`src/rtl/cmp_sort_if.sv`:
```
// cmp_sort_if: load/drain streams and control handshake for cmp_sort_ctrl.
interface cmp_sort_if #(parameter int W = 8);
    logic         in_valid;
    logic [W-1:0] in_data;
    logic         in_ready;
    logic         start;
    logic         s_mode;
    logic         busy;
    logic         done;
    logic         out_valid;
    logic [W-1:0] out_data;
    logic         out_ready;

    modport master (
        output in_valid, in_data, start, s_mode, out_ready,
        input  in_ready, busy, done, out_valid, out_data
    );

    modport slave (
        input  in_valid, in_data, start, s_mode, out_ready,
        output in_ready, busy, done, out_valid, out_data
    );
endinterface

```
`src/rtl/cmp_sort_ctrl.sv`:
```
// cmp_sort_ctrl: in-place ascending bubble sort of an N-entry buffer through one
// shared signed/unsigned comparator, with valid/ready load and drain streams.
module cmp_sort_ctrl #(
    parameter int N = 4,
    parameter int W = 8
) (
    input logic       clk,
    input logic       rst_n,
    cmp_sort_if.slave bus
);
    localparam int JW = $clog2(N);
    localparam int FW = $clog2(N + 1);
    localparam logic [FW-1:0] FULL    = FW'(N);
    localparam logic [JW-1:0] LAST_J  = JW'(N - 2);
    localparam logic [JW-1:0] LAST_RD = JW'(N - 1);

    typedef enum logic [1:0] {IDLE, SORT, DRAIN} state_t;

    state_t        r_state;
    logic [FW-1:0] r_fill;
    logic [JW-1:0] r_j;
    logic [JW-1:0] r_pass;
    logic [JW-1:0] r_rd;
    logic          r_swapped;
    logic          r_mode;
    logic          r_done;
    logic [W-1:0]  r_mem [N];

    logic [JW-1:0] w_j1;
    logic [W-1:0]  w_a;
    logic [W-1:0]  w_b;
    logic          w_gt;
    logic          w_sw;
    logic          w_in_ready;

    always_comb begin
        w_j1       = r_j + 1'b1;
        w_a        = r_mem[r_j];
        w_b        = r_mem[w_j1];
        w_gt       = r_mode ? ($signed(w_a) > $signed(w_b)) : (w_a > w_b);
        w_sw       = r_swapped | w_gt;
        w_in_ready = (r_state == IDLE) && (r_fill < FULL);
    end

    always_ff @(posedge clk or negedge rst_n) begin
        if (!rst_n) begin
            r_state   <= IDLE;
            r_fill    <= '0;
            r_j       <= '0;
            r_pass    <= '0;
            r_rd      <= '0;
            r_swapped <= 1'b0;
            r_mode    <= 1'b0;
            r_done    <= 1'b0;
            for (int i = 0; i < N; i++) r_mem[i] <= '0;
        end else begin
            r_done <= 1'b0;
            case (r_state)
                IDLE: begin
                    if (bus.in_valid && w_in_ready) begin
                        r_mem[r_fill[JW-1:0]] <= bus.in_data;
                        r_fill                <= r_fill + 1'b1;
                    end
                    if (bus.start && r_fill == FULL) begin
                        r_mode    <= bus.s_mode;
                        r_j       <= '0;
                        r_pass    <= '0;
                        r_swapped <= 1'b0;
                        r_state   <= SORT;
                    end
                end
                SORT: begin
                    if (w_gt) begin
                        r_mem[r_j]  <= w_b;
                        r_mem[w_j1] <= w_a;
                    end
                    r_swapped <= w_sw;
                    if (r_j != LAST_J) begin
                        r_j <= r_j + 1'b1;
                    end else if (!w_sw || r_pass == LAST_J) begin
                        r_rd    <= '0;
                        r_state <= DRAIN;
                    end else begin
                        r_pass    <= r_pass + 1'b1;
                        r_j       <= '0;
                        r_swapped <= 1'b0;
                    end
                end
                DRAIN: begin
                    if (bus.out_ready) begin
                        r_rd <= r_rd + 1'b1;
                        if (r_rd == LAST_RD) begin
                            r_fill  <= '0;
                            r_done  <= 1'b1;
                            r_state <= IDLE;
                        end
                    end
                end
                default: r_state <= IDLE;
            endcase
        end
    end

    assign bus.in_ready  = w_in_ready;
    assign bus.busy      = r_state != IDLE;
    assign bus.done      = r_done;
    assign bus.out_valid = r_state == DRAIN;
    assign bus.out_data  = (r_state == DRAIN) ? r_mem[r_rd] : '0;
endmodule

```
`src/flat_wrapper.sv`:
```
// flat-port wrapper written by rule: the top's interface ports become plain ports
module cmp_sort_ctrl_flat 
#(
    parameter int N = 4,
    parameter int W = 8
)
  (clk, rst_n, bus_in_valid, bus_in_data, bus_start, bus_s_mode, bus_out_ready, bus_in_ready, bus_busy, bus_done, bus_out_valid, bus_out_data);
  cmp_sort_if #(.W(W)) bus_i ();
  input logic clk;
  input logic rst_n;
  input wire logic [$bits(bus_i.in_valid)-1:0] bus_in_valid;
  input wire logic [$bits(bus_i.in_data)-1:0] bus_in_data;
  input wire logic [$bits(bus_i.start)-1:0] bus_start;
  input wire logic [$bits(bus_i.s_mode)-1:0] bus_s_mode;
  input wire logic [$bits(bus_i.out_ready)-1:0] bus_out_ready;
  output wire logic [$bits(bus_i.in_ready)-1:0] bus_in_ready;
  output wire logic [$bits(bus_i.busy)-1:0] bus_busy;
  output wire logic [$bits(bus_i.done)-1:0] bus_done;
  output wire logic [$bits(bus_i.out_valid)-1:0] bus_out_valid;
  output wire logic [$bits(bus_i.out_data)-1:0] bus_out_data;
  assign bus_i.in_valid = bus_in_valid;
  assign bus_i.in_data = bus_in_data;
  assign bus_i.start = bus_start;
  assign bus_i.s_mode = bus_s_mode;
  assign bus_i.out_ready = bus_out_ready;
  assign bus_in_ready = bus_i.in_ready;
  assign bus_busy = bus_i.busy;
  assign bus_done = bus_i.done;
  assign bus_out_valid = bus_i.out_valid;
  assign bus_out_data = bus_i.out_data;
  cmp_sort_ctrl #(.N(N), .W(W)) u_core (.clk(clk), .rst_n(rst_n), .bus(bus_i));
endmodule
```
`config.mk`:
```
export PLATFORM = sky130hd
export DESIGN_NAME = cmp_sort_ctrl_flat
export DESIGN_NICKNAME = d
export VERILOG_FILES = /design/src/rtl/cmp_sort_if.sv /design/src/rtl/cmp_sort_ctrl.sv /design/src/flat_wrapper.sv
export SDC_FILE = /design/constraint.sdc
export NUM_CORES = 1
export LEC_CHECK = 0
export BUFFER_PORTS_ARGS = -buffer_cell sky130_fd_sc_hd__buf_2
export CORE_MARGIN = 4
export CORE_UTILIZATION = 60
export DETAILED_ROUTE_END_ITERATION = 10
export PLACE_DENSITY = 0.9
export SLEW_MARGIN = 15
export SYNTH_ARGS = -nofsm -noshare
export SYNTH_HDL_FRONTEND = slang
export SYNTH_SLANG_ARGS = --single-unit
```
`constraint.sdc`:
```
create_clock -name clk -period 9.42 [get_ports clk]
set_clock_uncertainty 0.05 [all_clocks]
set_input_delay 0.942 -clock clk [delete_from_list [all_inputs] [get_ports clk]]
set_output_delay 0.942 -clock clk [all_outputs]
set_load 0.005 [all_outputs]
```
==> qor.yml <==
status: "finished, final reports clean"
synth_edf_count: 0
hold_class: "flop to flop"
drtAntennaViolNets: 0
layout-drive-gt1-share_pct: 18.2
dpl.hpwl_um: 6520
multi_input_area_um2: 2180
insertion_delay_ns: 0.30
drt_iter0_markers: 508
clock_path_buffers: 2
io_pins: 26
start_util_pct: 63.1
fin_ws_ns: 4.97
die_area_um2: 7190
fin_crit_sh_pct: 47.2
cts_tree: "built"
h-tree-depth: 2
vias: 3220
endpoint_kind: "flop"
grt_max_degree: 47
post-cts-setup-buffers: 0
layout_commonest_cell: "dfrtp_1"
postSynthAreaPerCell_um2: 9.97
clk_pin_slew_ns: 0.08
grt_use_total_pct: 29.3
dp_slack_ns: 5.08
hold_viol_final: 0
rsz0062_at_grt: "no"
routed_wirelength_um: 10100
path_max_fanout: 21
overflow: 0
slew_violations: 0
coreArea_um2: 5610
yosysSeqAreaShare_pct: 32.5
regArea_um2: 1150
diodes: 0
n_fill_cell: 441
synth.area.top_cells: "dfrtp_1 33%, mux4_2 15%, ha_1 7.1%"
yosys_warnings: 0
cts_num_sinks: 46
cp.arrival_ns: 4.58
fin_nets: 393
syn_area_um2: 3540
worstSetupPathType: "flop to flop"
tightestPinTransition_ns: 1.05
area_growth_pct: 4.38
fp.dieW_um: 84.8
syn-num-nets: 389
synth_ff_type: "dfrtp_1"
required_ns: 9.55
portBuffers: 25
r2r_slack_ns: 4.97
num_rows: 27
layout_common_cells: "46 x dfrtp_1, 36 x a21oi_1, 33 x a211oi_1, 32 x a22oi_1, 32 x nor3_1"
final_cell_area_um2: 3690
drcViolationCount: 0
final_util_pct: 65.9
async_flop_share_pct: 100
yosys.cell_types.count: 39
wl_per_cell_um: 23.4
cap_violations: 0
fin_setup_tns_ns: 0
yosysTopAreaCell: "dfrtp_1"
cts-resized-gates: 0
ys_seq_elements: 46
numCtsBuffers: 5
startpoint_type: "flop"
synthCells: 355
slew_headroom_pct: 29.8
grt_pass1_vias: 3243
fmax_mhz: 225
synth_top_cell_area_share_pct: 32.5
dr.pass1.iters: 7
antenna_found_initial: 0
placed_area_um2: 3610
hold_buffers: 0
dieHeight_um: 84.8
root_buffer: "clkbuf_8"
fin_crit_ns: 4.45
gp_congestion: 0.960
viasPerCell: 7.49
grt_pass1_wl_um: 16200
finalSetupViolations: 0
layout make-up:
class / instances / share of cell area [%]
Tap cell: 72 / 2.44
Clock buffer: 6 / 2.24
Timing Repair Buffer: 25 / 3.39
Multi-Input combinational cell: 263 / 59.0
Inverter: 18 / 1.83
Sequential cell: 46 / 31.2
cells in the mapped netlist (2+ instances only):
master / n
ha_1: 20
and2_1: 9
a31o_1: 3
nand2b_1: 4
nor3_1: 32
a211oi_1: 33
dfrtp_1: 46
nand3_1: 2
nand2_1: 18
o21ai_0: 7
and3_1: 5
a21oi_4: 5
buf_1: 7
a21oi_1: 36
nor2b_1: 6
a22oi_1: 32
mux4_2: 24
clkbuf_1: 11
nand4_1: 3
inv_1: 18
nor2_1: 7
buf_6: 4
buf_2: 5
mux2i_1: 3
layer usage:
metal  global-route usage, %  up-vias  part of all wire [%]
met5                       0        -                     0
met4                    16.1        0                   5.3
met3                    10.2       84                    14
met2                    45.2      255                    46
met1                    36.0     1500                    35
li1                        -     1381                     -
cells by family (layout without fill, tap and decap cells):
logic type / count (synthesis) / in the layout / share of synthesized area, %
compound gates: 126 / 126 / 25.1
fa+ha+maj: 20 / 20 / 7.07
buf+inv: 46 / 49 / 5.94
flops: 46 / 46 / 32.5
mux: 28 / 28 / 16.4
simple gates: 89 / 89 / 12.9
final timing paths:
| path | startpoint | end | depth (start not counted) |
|---|---|---|---|
| setup / recovery | u_core.r_j[0] | u_core.r_mem[5] | 11 |
| hold / removal | u_core.r_swapped | u_core.r_swapped | 1 |
| setup reg to reg | u_core.r_j[0] | u_core.r_mem[5] | 11 |
| hold reg to reg | u_core.r_swapped | u_core.r_swapped | 1 |
| max in group asynchronous | rst_n | u_core.r_mem[10] | 1 |
| min in group asynchronous | rst_n | u_core.bus.done | 1 |
sequential cells by signal, indices dropped and copies added (netlist names):
register	flops
u_core.r_mem	32
u_core.r_fill	3
u_core.r_j	2
u_core.r_pass	2
u_core.r_rd	2
u_core.r_state	2
u_core.bus.done	1
u_core.r_mode	1
u_core.r_swapped	1
through the flow:
step / hold slack, ns / instances
floorplan: 0.416 / 355
detailed placement: 0.441 / 424
global route: 0.486 / 430
CTS: 0.460 / 430
global placement: 0.425 / 424
finish: 0.453 / 430
worst max-delay path, cell delays in order (launching register included):
cell      delay, ns
dfrtp_1        1.01
inv_1          0.21
ha_1           0.71
mux4_2         0.64
inv_1          0.09
ha_1           0.26
nand4_1        0.13
nand2b_1       0.07
a21o_2         0.29
a21oi_4        0.48
nor3_1         0.10
a211oi_1       0.29
Power is not shown: default switching activity piles up to over one toggle a cycle in this logic, so the estimate is an artifact.
